`src/rtl/switch_gate_pkg.sv`:
```
// switch_gate_pkg: gate mode encodings and the mode-selected reduction helper
package switch_gate_pkg;
  typedef enum logic [1:0] {
    MODE_AND  = 2'd0,
    MODE_OR   = 2'd1,
    MODE_XOR  = 2'd2,
    MODE_NAND = 2'd3
  } mode_t;

  function automatic logic gate_sel(input mode_t mode, input logic all_and, input logic any_or, input logic parity);
    return mode == MODE_AND ? all_and :
           mode == MODE_OR  ? any_or  :
           mode == MODE_XOR ? parity  : ~all_and;
  endfunction
endpackage

```
`src/rtl/debounce_filter.sv`:
```
// debounce_filter: 2-flop synchronizer plus stability counter for one switch
module debounce_filter #(
  parameter int DEBOUNCE_CYCLES = 250000
) (
  input  logic clk,
  input  logic rst_n,
  input  logic raw,
  output logic stable
);
  localparam int CW = $clog2(DEBOUNCE_CYCLES + 1);
  localparam logic [CW-1:0] LAST = CW'(DEBOUNCE_CYCLES - 1);
  logic [1:0]    sync;
  logic [CW-1:0] cnt;
  // accept the synced level only after it has differed from stable for DEBOUNCE_CYCLES clocks
  always_ff @(posedge clk or negedge rst_n) begin
    if (!rst_n) begin
      sync   <= '0;
      stable <= 1'b0;
      cnt    <= '0;
    end else begin
      sync <= {sync[0], raw};
      if (sync[1] == stable) cnt <= '0;
      else if (cnt == LAST) begin
        stable <= sync[1];
        cnt    <= '0;
      end else cnt <= cnt + CW'(1);
    end
  end
endmodule

```
`src/rtl/switch_gate_debounce.sv`:
```
// switch_gate_debounce: debounced switches feeding a mode-selected registered gate
module switch_gate_debounce
  import switch_gate_pkg::*;
#(
  parameter int NUM_SWITCHES    = 2,
  parameter int DEBOUNCE_CYCLES = 250000
) (
  input  logic                    i_Clk,
  input  logic                    i_Rst_L,
  input  logic [NUM_SWITCHES-1:0] i_Switch,
  input  logic [1:0]              i_Mode,
  output logic [NUM_SWITCHES-1:0] o_Debounced,
  output logic                    o_LED_0,
  output logic                    o_Change
);
  logic gate;
  for (genvar i = 0; i < NUM_SWITCHES; i++) begin : g_ch
    debounce_filter #(.DEBOUNCE_CYCLES(DEBOUNCE_CYCLES)) u_filter (
      .clk   (i_Clk),
      .rst_n (i_Rst_L),
      .raw   (i_Switch[i]),
      .stable(o_Debounced[i])
    );
  end
  // gate is evaluated on the current debounced bits and the raw (undebounced) mode
  always_comb gate = gate_sel(mode_t'(i_Mode), &o_Debounced, |o_Debounced, ^o_Debounced);
  // register the gate result and flag the cycle in which it takes a new value
  always_ff @(posedge i_Clk or negedge i_Rst_L) begin
    if (!i_Rst_L) begin
      o_LED_0  <= 1'b0;
      o_Change <= 1'b0;
    end else begin
      o_LED_0  <= gate;
      o_Change <= gate != o_LED_0;
    end
  end
endmodule

```
`config.mk`:
```
export PLATFORM = sky130hd
export DESIGN_NAME = switch_gate_debounce
export DESIGN_NICKNAME = d
export VERILOG_FILES = /design/src/rtl/switch_gate_pkg.sv /design/src/rtl/debounce_filter.sv /design/src/rtl/switch_gate_debounce.sv
export SDC_FILE = /design/constraint.sdc
export NUM_CORES = 1
export LEC_CHECK = 0
export CAP_MARGIN = 20
export CORE_MARGIN = 4
export CORE_UTILIZATION = 59
export DETAILED_ROUTE_END_ITERATION = 16
export GPL_TIMING_DRIVEN = 0
export PLACE_DENSITY = 0.86
export SLEW_MARGIN = 30
export SYNTH_ARGS = -nofsm -noshare
export SYNTH_HDL_FRONTEND = slang
export SYNTH_SLANG_ARGS = --single-unit
```
`constraint.sdc`:
```
create_clock -name i_Clk -period 2 [get_ports i_Clk]
set_input_delay 0.3 -clock i_Clk [delete_from_list [all_inputs] [get_ports i_Clk]]
set_output_delay 0.3 -clock i_Clk [all_outputs]
set_load 0.01 [all_outputs]
```
## After elaboration in Yosys (flattened, before gate mapping)

Index checks and enable logic that the tools add are counted.

- Bits in registers: 44
- Output and inout bits: 4
- Logic and storage cells: 33
- Input port bits: 6

- Mux-type cells: 7
- Bitwise operators: 3
- $add $sub $neg: 2
- Reduce and logical (&&, ||, !) cells: 6
- Eq/ne operators: 7

Operators by type and width:

| cell | number |
|---|---|
| 2-to-1 mux 18 bit | 4 |
| adder 18 x 1 -> 18 bit, second input constant | 2 |
| equality test 18 bit, second input constant | 2 |
| AND reduction 2 bit | 3 |
| 2-to-1 mux 1 bit | 3 |
| inverter 1 bit | 3 |
| equality test 1 bit | 2 |
| equality test 2 x 1 -> 1 bit, second input constant | 1 |
| equality test 2 bit, second input constant | 1 |
| logical NOT 2 bit | 1 |
| OR reduction 2 bit | 1 |
| parity 2 bit | 1 |
| != test 1 bit | 1 |

## Logic depth before layout (Yosys ltp)

- Word-level depth: 6
- Mapped depth: 6
- Mapped depth without buffers: 6

## Cells and area by module

Synthesis repeated with hierarchy kept, for this count alone.

- Cells, all modules: 212
- Area, all modules: 2,198.4 µm²

Modules (own cells, without submodules):

| module | instances | area each (µm²) | cells each | sequential area each (µm²) |
|---|---|---|---|---|
| debounce_filter | 2 | 1,029.7 | 99 | 525.5 |
| switch_gate_debounce | 1 | 138.9 | 14 | 50.0 |

## Least setup slack after synthesis

Ideal clock, no wire load.

- Path type: reg2reg
- Start point: register g_ch[1].u_filter.cnt[0]
- End point: register g_ch[1].u_filter.cnt[10]
- Data arrival time: 1.541 ns
- Setup time: 0.132 ns
- Required time: 1.868 ns
- Cell stages (with the launch flop): 6
- Clock period less this slack: 1.672 ns
- Buffers on the path: 1
- Path slack: 0.328 ns
- Cells stage by stage: dfrtp_1 -> ha_1 -> nand4_1 -> o21ai_1 -> clkbuf_1 -> nor2_1

- Cells in the longest elaborated chain, start to end: 3
- Elaborated cells on any way between the ends: 4
- Classes of those cells: 1 x add/sub; 1 x eq/ne; 2 x mux

RTL lines:

| element | line | RTL |
|---|---|---|
| start, declared | debounce_filter.sv:13 | `logic [CW-1:0] cnt;` |
| start signal, assigned | debounce_filter.sv:26 | `end else cnt <= cnt + CW'(1);` |
| adder 18 x 1 -> 18 bit or equality test 18 bit (tied branches) | debounce_filter.sv:26, debounce_filter.sv:23 |  |
| 2-to-1 mux 18 bit (*) | debounce_filter.sv:23 | `else if (cnt == LAST) begin` |
| 2-to-1 mux 18 bit (*) | debounce_filter.sv:22 | `if (sync[1] == stable) cnt <= '0;` |

Every way passes the cells marked *; elsewhere a longest branch is shown, timed or not.
A chain may end at the register's enable or synchronous reset.

## Final worst setup path

- Start point: register g_ch[1].u_filter.cnt[0]
- End point: register g_ch[1].u_filter.cnt[16]

The elaborated chain is that of the path after synthesis.

==> run summary <==
PortBufs: 9
critical path type: flip-flop to flip-flop
outcome: finished, final reports clean
Avg WL per Cell: 13.8 um
CP startpoint kind: flip-flop
worst skew pair latency: 350 ps
R2R Path Start: g_ch[1].u_filter.cnt[0]
fillers: 249
Netlist cell types: 32
Post-Synth XOR/XNOR Area: 0.127
CTS Buf Count: 5
initial DRC count: 164
R2R Setup Slk: 120 ps
post-synthesis mux area share: 0.0152
drc violations: 0
syn avg cell area: 9.99 um2
Rows: 21
gr ovfl total: 0
final wirelength: 3890 um
first-pass iteration count of the detailed router: 4
Leakage: 0.976 nW
die width: 68.2 um
layout cells sized above 1: 0.111
Initial Util: 0.626
Async SR Flop Fraction: 1.00
Fin Setup TNS: 0 ps
Post-Syn Area: 2140 um2
Hold EP: g_ch[1].u_filter.sync[1]
Crit Reg-Reg Endpoint: g_ch[1].u_filter.cnt[16]
compound-gate portion of the synthesized area: 0.0357
Peak VDD IR: 0.416 mV
Final Hold Violating Endpoints: 0
Post-synth top cells: 44 x dfrtp_1, 41 x nor2_1, 19 x xnor2_1
Hold Path Cell Cnt: 0
Syn Nets: 224
die height: 68.2 um
clk slew on worst S/H paths: 130 ps
sequential area share after synthesis: 0.515
Area contributors post-synth: dfrtp_1 52%, xnor2_1 7.8%, nor2_1 7.2%
H-tree depth: 2
clk_skew: 15.1 ps
die area: 4650 um2
cell taking the most area after synthesis: dfrtp_1
Setup Viol. Count Final: 0
Mapped Cells: 214
fmax: 531 MHz
DP Cell Count: 270
Max-Cap Viols: 0
critical-path maximum fanout: 6
pin count of the biggest net entering global routing: 26
Post-synth EDFFs: 0
Reg2Reg Depth: 5
Tot GR Track Use: 0.195
RSZ-0062 raised after global routing: false
clock root buffer: clkbuf_4
max-slew violation count: 0
non-filler cells in the finished layout: 281
Yosys top cell area share: 0.515
Worst Path Arrival: 2120 ps
post-DP HPWL: 2680 um
Final Cycle Share: 0.941
PD cells: 635 nW/um2
Final GP Congestion: 0.826
Core Region: 3420 um2
Slew HR: 0.612
Min-Delay Path Class: flip-flop to flip-flop
first-pass GRT wire length: 6810 um
post-synthesis adder-cell area fraction: 0.0234
main combinational cell family by area after synthesis: simple AND/OR/NAND/NOR gates
DR vias: 1577
Synth Register Bits: 44
DR vias/cell: 5.61
NumNets Final: 244
simple-gate share of the synthesized area: 0.251
Worst-Margin Slew: 581 ps
WP data required: 2240 ps
CTS tree: yes
post-route minimum period: 1880 ps
most instantiated library cell after synthesis: dfrtp_1
Worst Min Path Start: g_ch[1].u_filter.sync[0]
I/O pin total: 10
Syn-to-layout area delta: 14.3%
fin util: 0.715
Detail Route Antenna Nets: 0
Post-synth top flop: dfrtp_1
power consumption: 1.55 mW
clk buf depth: 2
ANT cells: 0
antenna violations before repair: 0
Worst setup EP type: flip-flop
Num Clock Sinks: 44
final hold slack: 370 ps
vias in the first global route: 1567
Ys Warns: 0
## routing by layer
metal / vias up / routed length (um) / track usage
li1: 777 / - / -
met1: 754 / 1760 / 0.239
met2: 38 / 1910 / 0.333
met3: 8 / 170 / 0.0509
met4: 0 / 46 / 0.0620
met5: - / 0 / 0
## cells in the final DEF (no fill, tap or decap), drive strengths merged, types with 4 or more instances in the layout
cell	netlist	layout
and4	4	4
buf	3	7
clkbuf	2	7
clkdlybuf4s50	0	8
dfrtp	44	44
ha	4	4
inv	11	11
nand2	11	11
nand3	11	11
nand4	13	13
nor2	41	41
nor3	4	4
nor4	11	11
o21ai	7	7
xnor2	19	19
xor2	12	12
## cell families (layout without fill, tap and decap cells)
family	after synthesis	after routing
and+or+nand+nor	104	104
DFF	44	44
xor gates and xnor gates	31	31
buffers and inverters	16	37
AOI/OAI and AO/OA	12	12
adders and majority gates	4	4
muxes	3	3
## final cells by class
cell class	count	area, um2	share of cell area
flip-flops and latches	44	1100	0.451
multi-input cells	154	996	0.408
repair buffers	13	138	0.0564
well taps	46	57.6	0.0236
clock inverters	3	42.5	0.0174
inverters	11	41.3	0.0169
clock buffers	5	37.5	0.0154
plain buffers	5	28.8	0.0118
## critical path, stage by stage (launching register included)
cell	delay, ps
dfrtp_1	420
ha_1	230
nand4_1	350
nor4_2	510
a31o_2	210
a21oi_1	50
## metrics by stage
step	setup WS [ps]	area (um2)
after floorplan	328	2140
after global placement	-474	2280
after detailed placement	-97.4	2310
after CTS	23.8	2400
after global routing	21.2	2440
final	118	2440
## power by group
group | internal [mW] | total (mW) | switching, mW
sequential | 0.908 | 0.924 | 0.0160
clock | 0.261 | 0.543 | 0.282
combinational | 0.0371 | 0.0838 | 0.0467
total | 1.21 | 1.55 | 0.345
## what timing repair did
action | in CTS | in global routing
hold endpoints to repair | 24 | 0
resized for setup | 2 | 5
setup endpoints to repair | 16 | 21
buffers inserted | 0 | 2
hold buffers | 1 | 0
cloned | 0 | 0
## flip-flops by register name, indices dropped and copies added (netlist names)
name                  flops
g_ch.u_filter.cnt        36
g_ch.u_filter.sync        4
g_ch.u_filter.stable      2
o_Change                  1
o_LED_0                   1
## worst max path at each step
stage / slack, ps / start / endpoint
finish: 120 / g_ch[1].u_filter.cnt[0] / g_ch[1].u_filter.cnt[16]
global route: 20 / g_ch[1].u_filter.cnt[0] / g_ch[1].u_filter.cnt[7]
CTS: 20 / g_ch[1].u_filter.cnt[0] / g_ch[1].u_filter.cnt[13]
detailed placement: -100 / g_ch[1].u_filter.cnt[0] / g_ch[1].u_filter.cnt[13]
global placement: -470 / i_Rst_L / o_LED_0
floorplan: 330 / g_ch[1].u_filter.cnt[0] / g_ch[1].u_filter.cnt[10]
Power figures use the tool's default switching activity.
